File: config.mk
export PLATFORM = sky130hd
export DESIGN_NAME = sprite_blitter
export DESIGN_NICKNAME = d
export VERILOG_FILES = /design/src/rtl/sprite_blitter.sv
export SDC_FILE = /design/constraint.sdc
export NUM_CORES = 1
export LEC_CHECK = 0
export CELL_PAD_IN_SITES_DETAIL_PLACEMENT = 0
export CELL_PAD_IN_SITES_GLOBAL_PLACEMENT = 2
export CORE_UTILIZATION = 31
export CTS_CLUSTER_DIAMETER = 150
export CTS_CLUSTER_SIZE = 8
export DETAILED_ROUTE_END_ITERATION = 10
export PLACE_DENSITY = 0.92
export SYNTH_ARGS = -nofsm -noshare
export SYNTH_HDL_FRONTEND = slang
export SYNTH_SLANG_ARGS = --single-unit
export TNS_END_PERCENT = 100
File: constraint.sdc
create_clock -name clk -period 3.16 [get_ports clk]
set_input_delay 0.79 -clock clk [delete_from_list [all_inputs] [get_ports clk]]
set_output_delay 0.79 -clock clk [all_outputs]
set_load 0.05 [all_outputs]
File: src/rtl/sprite_blitter.sv
// sprite_blitter: XOR sprite blitter for a 64x32 1bpp framebuffer (8 bytes per row).
// Commands: NOP, CLEAR (zero all 256 bytes), DRAW (fetch up to 15 sprite rows
// from memory and XOR them into the framebuffer, flagging pixel collisions).
// Build option: define SPRITE_BLITTER_CLIP_EN to discard pixels beyond the
// right/bottom screen edges instead of wrapping them around.
//
// state   | meaning
// IDLE    | ready, waiting for a command strobe
// CLEAR   | writing 0x00 to framebuffer bytes 0..255
// FETCH   | requesting sprite row from memory, waiting for ack
// RD_L    | presenting left framebuffer byte address
// WR_L    | writing left byte (old XOR sprite>>s)
// RD_R    | presenting right framebuffer byte address
// WR_R    | writing right byte (old XOR sprite<<(8-s))
// DONE    | one-cycle completion, back to IDLE
module sprite_blitter (
  input  logic        clk,
  input  logic        rst_n,
  input  logic [3:0]  gpu_cmd,
  input  logic [15:0] gpu_draw_offset,
  input  logic [7:0]  gpu_draw_x,
  input  logic [7:0]  gpu_draw_y,
  input  logic [7:0]  gpu_draw_length,
  input  logic        gpu_cmd_submitted,
  output logic        gpu_ready,
  output logic        gpu_collision,
  output logic        mem_read,
  output logic [11:0] mem_read_addr,
  input  logic [7:0]  mem_read_data,
  input  logic        mem_read_ack,
  output logic [7:0]  fb_addr,
  input  logic [7:0]  fb_rd_data,
  output logic        fb_wr,
  output logic [7:0]  fb_wr_data
);

  typedef enum logic [2:0] {
    S_IDLE, S_CLEAR, S_FETCH, S_RD_L, S_WR_L, S_RD_R, S_WR_R, S_DONE
  } state_t;

  state_t      state;
  logic [11:0] offset_q;
  logic [5:0]  x0_q;
  logic [4:0]  y0_q;
  logic [3:0]  nrows_q;
  logic [3:0]  row_q;
  logic [7:0]  sprite_q;

  logic [15:0] pat_w;
  logic [7:0]  pat_cur;
  logic [3:0]  row_nx;
  logic [4:0]  yr;
  logic [2:0]  col_l;
  logic [2:0]  col_r;
  logic        skip_r;
  logic        row_last;
  logic [3:0]  len_clamp;
  logic        unused_bits;

  // Sprite byte split across two framebuffer bytes: upper half goes left, lower half right.
  assign pat_w     = {sprite_q, 8'h00} >> x0_q[2:0];
  assign pat_cur   = (state == S_WR_R) ? pat_w[7:0] : pat_w[15:8];
  assign row_nx    = row_q + 4'd1;
  assign yr        = y0_q + {1'b0, row_q};
  assign col_l     = x0_q[5:3];
  assign col_r     = col_l + 3'd1;
  assign len_clamp = (gpu_draw_length > 8'd15) ? 4'd15 : gpu_draw_length[3:0];
  assign unused_bits = ^{gpu_draw_offset[15:12], gpu_draw_x[7:6], gpu_draw_y[7:5]};

`ifdef SPRITE_BLITTER_CLIP_EN
  logic [5:0] y_nx_ext;
  assign y_nx_ext = {1'b0, y0_q} + {2'b00, row_nx};
  assign skip_r   = (x0_q[2:0] == 3'd0) || (col_l == 3'd7);
  assign row_last = (row_nx == nrows_q) || y_nx_ext[5];
`else
  assign skip_r   = (x0_q[2:0] == 3'd0);
  assign row_last = (row_nx == nrows_q);
`endif

  // Write strobe and data decode straight from state; read data arrives during WR_x.
  assign fb_wr      = (state == S_CLEAR) || (state == S_WR_L) || (state == S_WR_R);
  assign fb_wr_data = ((state == S_WR_L) || (state == S_WR_R)) ? (fb_rd_data ^ pat_cur) : 8'h00;

  // Command sequencer with registered handshake, memory and address outputs.
  always_ff @(posedge clk or negedge rst_n) begin
    if (!rst_n) begin
      state         <= S_IDLE;
      gpu_ready     <= 1'b1;
      gpu_collision <= 1'b0;
      mem_read      <= 1'b0;
      mem_read_addr <= 12'h000;
      fb_addr       <= 8'h00;
      offset_q      <= 12'h000;
      x0_q          <= 6'd0;
      y0_q          <= 5'd0;
      nrows_q       <= 4'd0;
      row_q         <= 4'd0;
      sprite_q      <= 8'h00;
    end else begin
      case (state)
        S_IDLE: begin
          if (gpu_cmd_submitted) begin
            gpu_ready <= 1'b0;
            case (gpu_cmd)
              4'd1: begin
                fb_addr <= 8'h00;
                state   <= S_CLEAR;
              end
              4'd2: begin
                offset_q      <= gpu_draw_offset[11:0];
                x0_q          <= gpu_draw_x[5:0];
                y0_q          <= gpu_draw_y[4:0];
                nrows_q       <= len_clamp;
                row_q         <= 4'd0;
                gpu_collision <= 1'b0;
                mem_read      <= 1'b0;
                mem_read_addr <= gpu_draw_offset[11:0];
                state         <= (len_clamp == 4'd0) ? S_DONE : S_FETCH;
              end
              default: state <= S_DONE;
            endcase
          end
        end
        S_CLEAR: begin
          fb_addr <= fb_addr + 8'd1;
          if (fb_addr == 8'hFF) begin
            gpu_collision <= 1'b0;
            state         <= S_DONE;
          end
        end
        S_FETCH: begin
          // First entry raises the request; later rows arrive with it already raised.
          if (!mem_read) begin
            mem_read <= 1'b1;
          end else if (mem_read_ack) begin
            sprite_q <= mem_read_data;
            mem_read <= 1'b0;
            fb_addr  <= {yr, col_l};
            state    <= S_RD_L;
          end
        end
        S_RD_L: state <= S_WR_L;
        S_RD_R: state <= S_WR_R;
        S_WR_L, S_WR_R: begin
          if ((fb_rd_data & pat_cur) != 8'h00) gpu_collision <= 1'b1;
          if ((state == S_WR_L) && !skip_r) begin
            fb_addr <= {yr, col_r};
            state   <= S_RD_R;
          end else begin
            row_q <= row_nx;
            if (row_last) begin
              state <= S_DONE;
            end else begin
              mem_read      <= 1'b1;
              mem_read_addr <= offset_q + {8'h00, row_nx};
              state         <= S_FETCH;
            end
          end
        end
        S_DONE: begin
          gpu_ready <= 1'b1;
          state     <= S_IDLE;
        end
        default: state <= S_IDLE;
      endcase
    end
  end

endmodule

==> metrics.csv <==
stage;metric;value;unit
clock_network;CTS resizes;1;
final_layout;fillers;1279;
job;max-cap violations;0;
yosys;syn_nets;504;
sta;setup_tns;0;ns
clock_network;clk_lat worst skew;0.33;ns
floorplan;IO Pins;96;
grt;gr usage total;16.0;%
critical_path;CP required;2.37;ns
sta;Worst slew margin;49.4;%
power;IR drop worst, VDD;0.428;mV
sta;RSZ-0062 raised after global routing;no;
clock_network;Clock Sink Count;65;
critical_path;Crit Path Category;reg -> out;
floorplan;# rows;41;
final_layout;Seq. cell area;1630;µm²
yosys;most common cell in the netlist;dfrtp_1;
critical_path;crit start category;flip-flop;
final_layout;fraction of layout cells with a size suffix above 1;15.6;%
floorplan;chip width;117;µm
clock_network;Setup Fix Bufs, Post-CTS;0;
sta;worst slew pin tran;0.759;ns
grt;first-pass GRT wire length;16600;µm
clock_network;Num CTS Buffers;9;
power;static leakage;2.31;nW
final_layout;footprint of the multi-input gates;2300;µm²
critical_path;r2r endpoint;mem_read_addr[7];
final_layout;final net count;589;
grt;vias in the first global route;3403;
yosys;Yosys warning count;0;
critical_path;Crit path arrival time;2.25;ns
yosys;Post-Synthesis Cells;418;
yosys;cell taking the most area after synthesis;dfrtp_1;
critical_path;reg-to-reg setup timing slack;0.66;ns
sta;Final setup viols;0;
yosys;top post-synthesis cells by area;dfrtp_1 39%, mux2_2 10%, ha_1 6.1%;
place;Placed Instance Area;5170;µm²
yosys;Avg Cell Area, Syn;9.74;µm²
sta;fin crit share;96.3;%
final_layout;design area;5450;µm²
routing;Via density;4.90;
routing;Vias;3332;
critical_path;crit path max fanout;12;
yosys;sequential area share after synthesis;40.0;%
sta;Fmax;329;MHz
clock_network;maximum buffer depth of the clock tree;2;
yosys;Yosys top cell area share;39.3;%
floorplan;Core ar.;12700;µm²
yosys;share of flip-flops with an asynchronous set or reset;100;%
final_layout;Area growth syn-to-layout;33.7;%
power;Cell Pwr Density;1000;nW/µm²
place;gpl congestion;0.789;
hold_path;Tightest Hold Check Type;reg -> reg;
routing;first-pass iteration count of the detailed router;4;
sta;final slew viol count;0;
routing;wirelength, routed;10000;µm
sta;Final Skew;0.00460;ns
place;post-detail-place hpwl;7360;µm
floorplan;Die ar.;13600;µm²
grt;GR Overflow Total;0;
routing;Antenna Nets Post-Route;0;
routing;1st-iter DRT viols;141;
critical_path;CP endpoint kind;output port;
hold_path;Worst Hold Depth;1;
critical_path;worst reg2reg startpoint;row_q[0];
grt;pin count of the biggest net entering global routing;37;
final_layout;Final Core Density;42.8;%
clock_network;# H-tree levels;3;
floorplan;starting density of the core;32.0;%
routing;DRC viols;0;
routing;Wirelength per Cell;14.7;µm
yosys;Main synth FF type;dfrtp_1;
critical_path;worst setup path start;x0_q[0];
final_layout;diode count;0;
sta;Final Hold Vio Count;0;
clock_network;clock-pin slew on the worst setup and hold paths;0.05;ns
yosys;Yosys reg bits;65;
clock_network;root buf cell;clkbuf_16;
sta;Worst Setup Slack, final;0.117;ns
grt;antenna violations before repair;0;
sta;Fin Hold WS;0.487;ns
yosys;Post-synth top cells;64 x dfrtp_1, 47 x nand2_1, 36 x mux2_2;
yosys;Synth Cell Area;4070;µm²
clock_network;TritonCTS clock tree;built;
critical_path;R2R cell count;8;
place;Placement Setup Slack;0.263;ns
status;status;finished clean;
yosys;Post-synth EDFFs;0;
floorplan;Die Y;117;µm
critical_path;CP Capture Point;fb_wr_data[5];
yosys;Yosys cell types;55;
place;Port Buffers;86;
clock_network;cts-stage hold buffer count;0;
sta;min cycle time layout;3.04;ns
[worst min-delay path by stage]
stage | start | to | slack, ns
finish | mem_read_addr[8] | mem_read_addr[8] | 0.49
global route | mem_read_addr[8] | mem_read_addr[8] | 0.51
CTS | mem_read_addr[4] | mem_read_addr[4] | 0.49
detailed placement | gpu_collision | gpu_collision | 0.47
global placement | gpu_collision | gpu_collision | 0.46
floorplan | nrows_q[2] | nrows_q[2] | 0.46
[logic make-up after synthesis]
family          count (synthesis)  share of synthesized area [%]
simple gates                  133                           16.2
fa+ha+maj                      22                           7.13
mux                            52                           14.2
xor+xnor                       19                           4.82
flops                          65                           40.0
buf+inv                        33                           3.59
compound gates                 94                           14.1
[sequential cells by signal, indices dropped and copies added, names as in the netlist]
register	flops
mem_read	1
state	3
offset_q	12
x0_q	6
sprite_q	8
y0_q	5
gpu_ready	1
mem_read_addr	12
fb_addr	8
nrows_q	4
gpu_collision	1
row_q	4
[metal layers]
layer,up-vias,global-route usage (%),wire length (µm)
met4,0,8.10,262
met2,73,25.4,4660
met1,1576,20.6,4630
met3,20,3.53,459
li1,1663,-,-
met5,-,0,0
[critical path, stage by stage, from the launching register on]
cell	delay (ns)
dfrtp_2	0.52
mux2_2	0.38
o21ai_0	0.26
o22ai_1	0.17
ha_1	0.29
and2_1	0.16
buf_12	0.15
[placed cells by master (no fill, tap or decap), types with 11 or more instances in the layout]
master,netlist,layout
xnor2_1,12,12
dfrtp_1,64,63
ha_1,20,20
clkdlybuf4s50_1,0,76
buf_4,0,13
mux2_2,36,36
nand2_1,47,47
o21ai_0,25,24
a21oi_1,24,24
nor2_1,29,29
inv_1,11,11
[report_power, final]
| group | internal [W] | switching [W] | total (W) |
|---|---|---|---|
| clock | 0.000571 | 0.000356 | 0.000927 |
| combinational | 0.00127 | 0.00171 | 0.00298 |
| sequential | 0.00119 | 0.000353 | 0.00154 |
[metrics by stage]
stage          instances  power (W)
2_1_floorplan        418    0.00364
3_3_place_gp         664    0.00448
3_5_place_dp         664    0.00455
4_1_cts              680    0.00551
5_1_grt              680    0.00586
6_report             680    0.00545
[area by class of cell]
type / instances / area share [%]
multi-input cells: 320 / 42.2
inverters: 11 / 0.758
well taps: 172 / 3.95
repair buffers: 96 / 18.1
clock buffers: 13 / 4.78
flip-flops and latches: 65 / 29.9
clock inverters: 3 / 0.322
(Power assumes the default switching activity.)
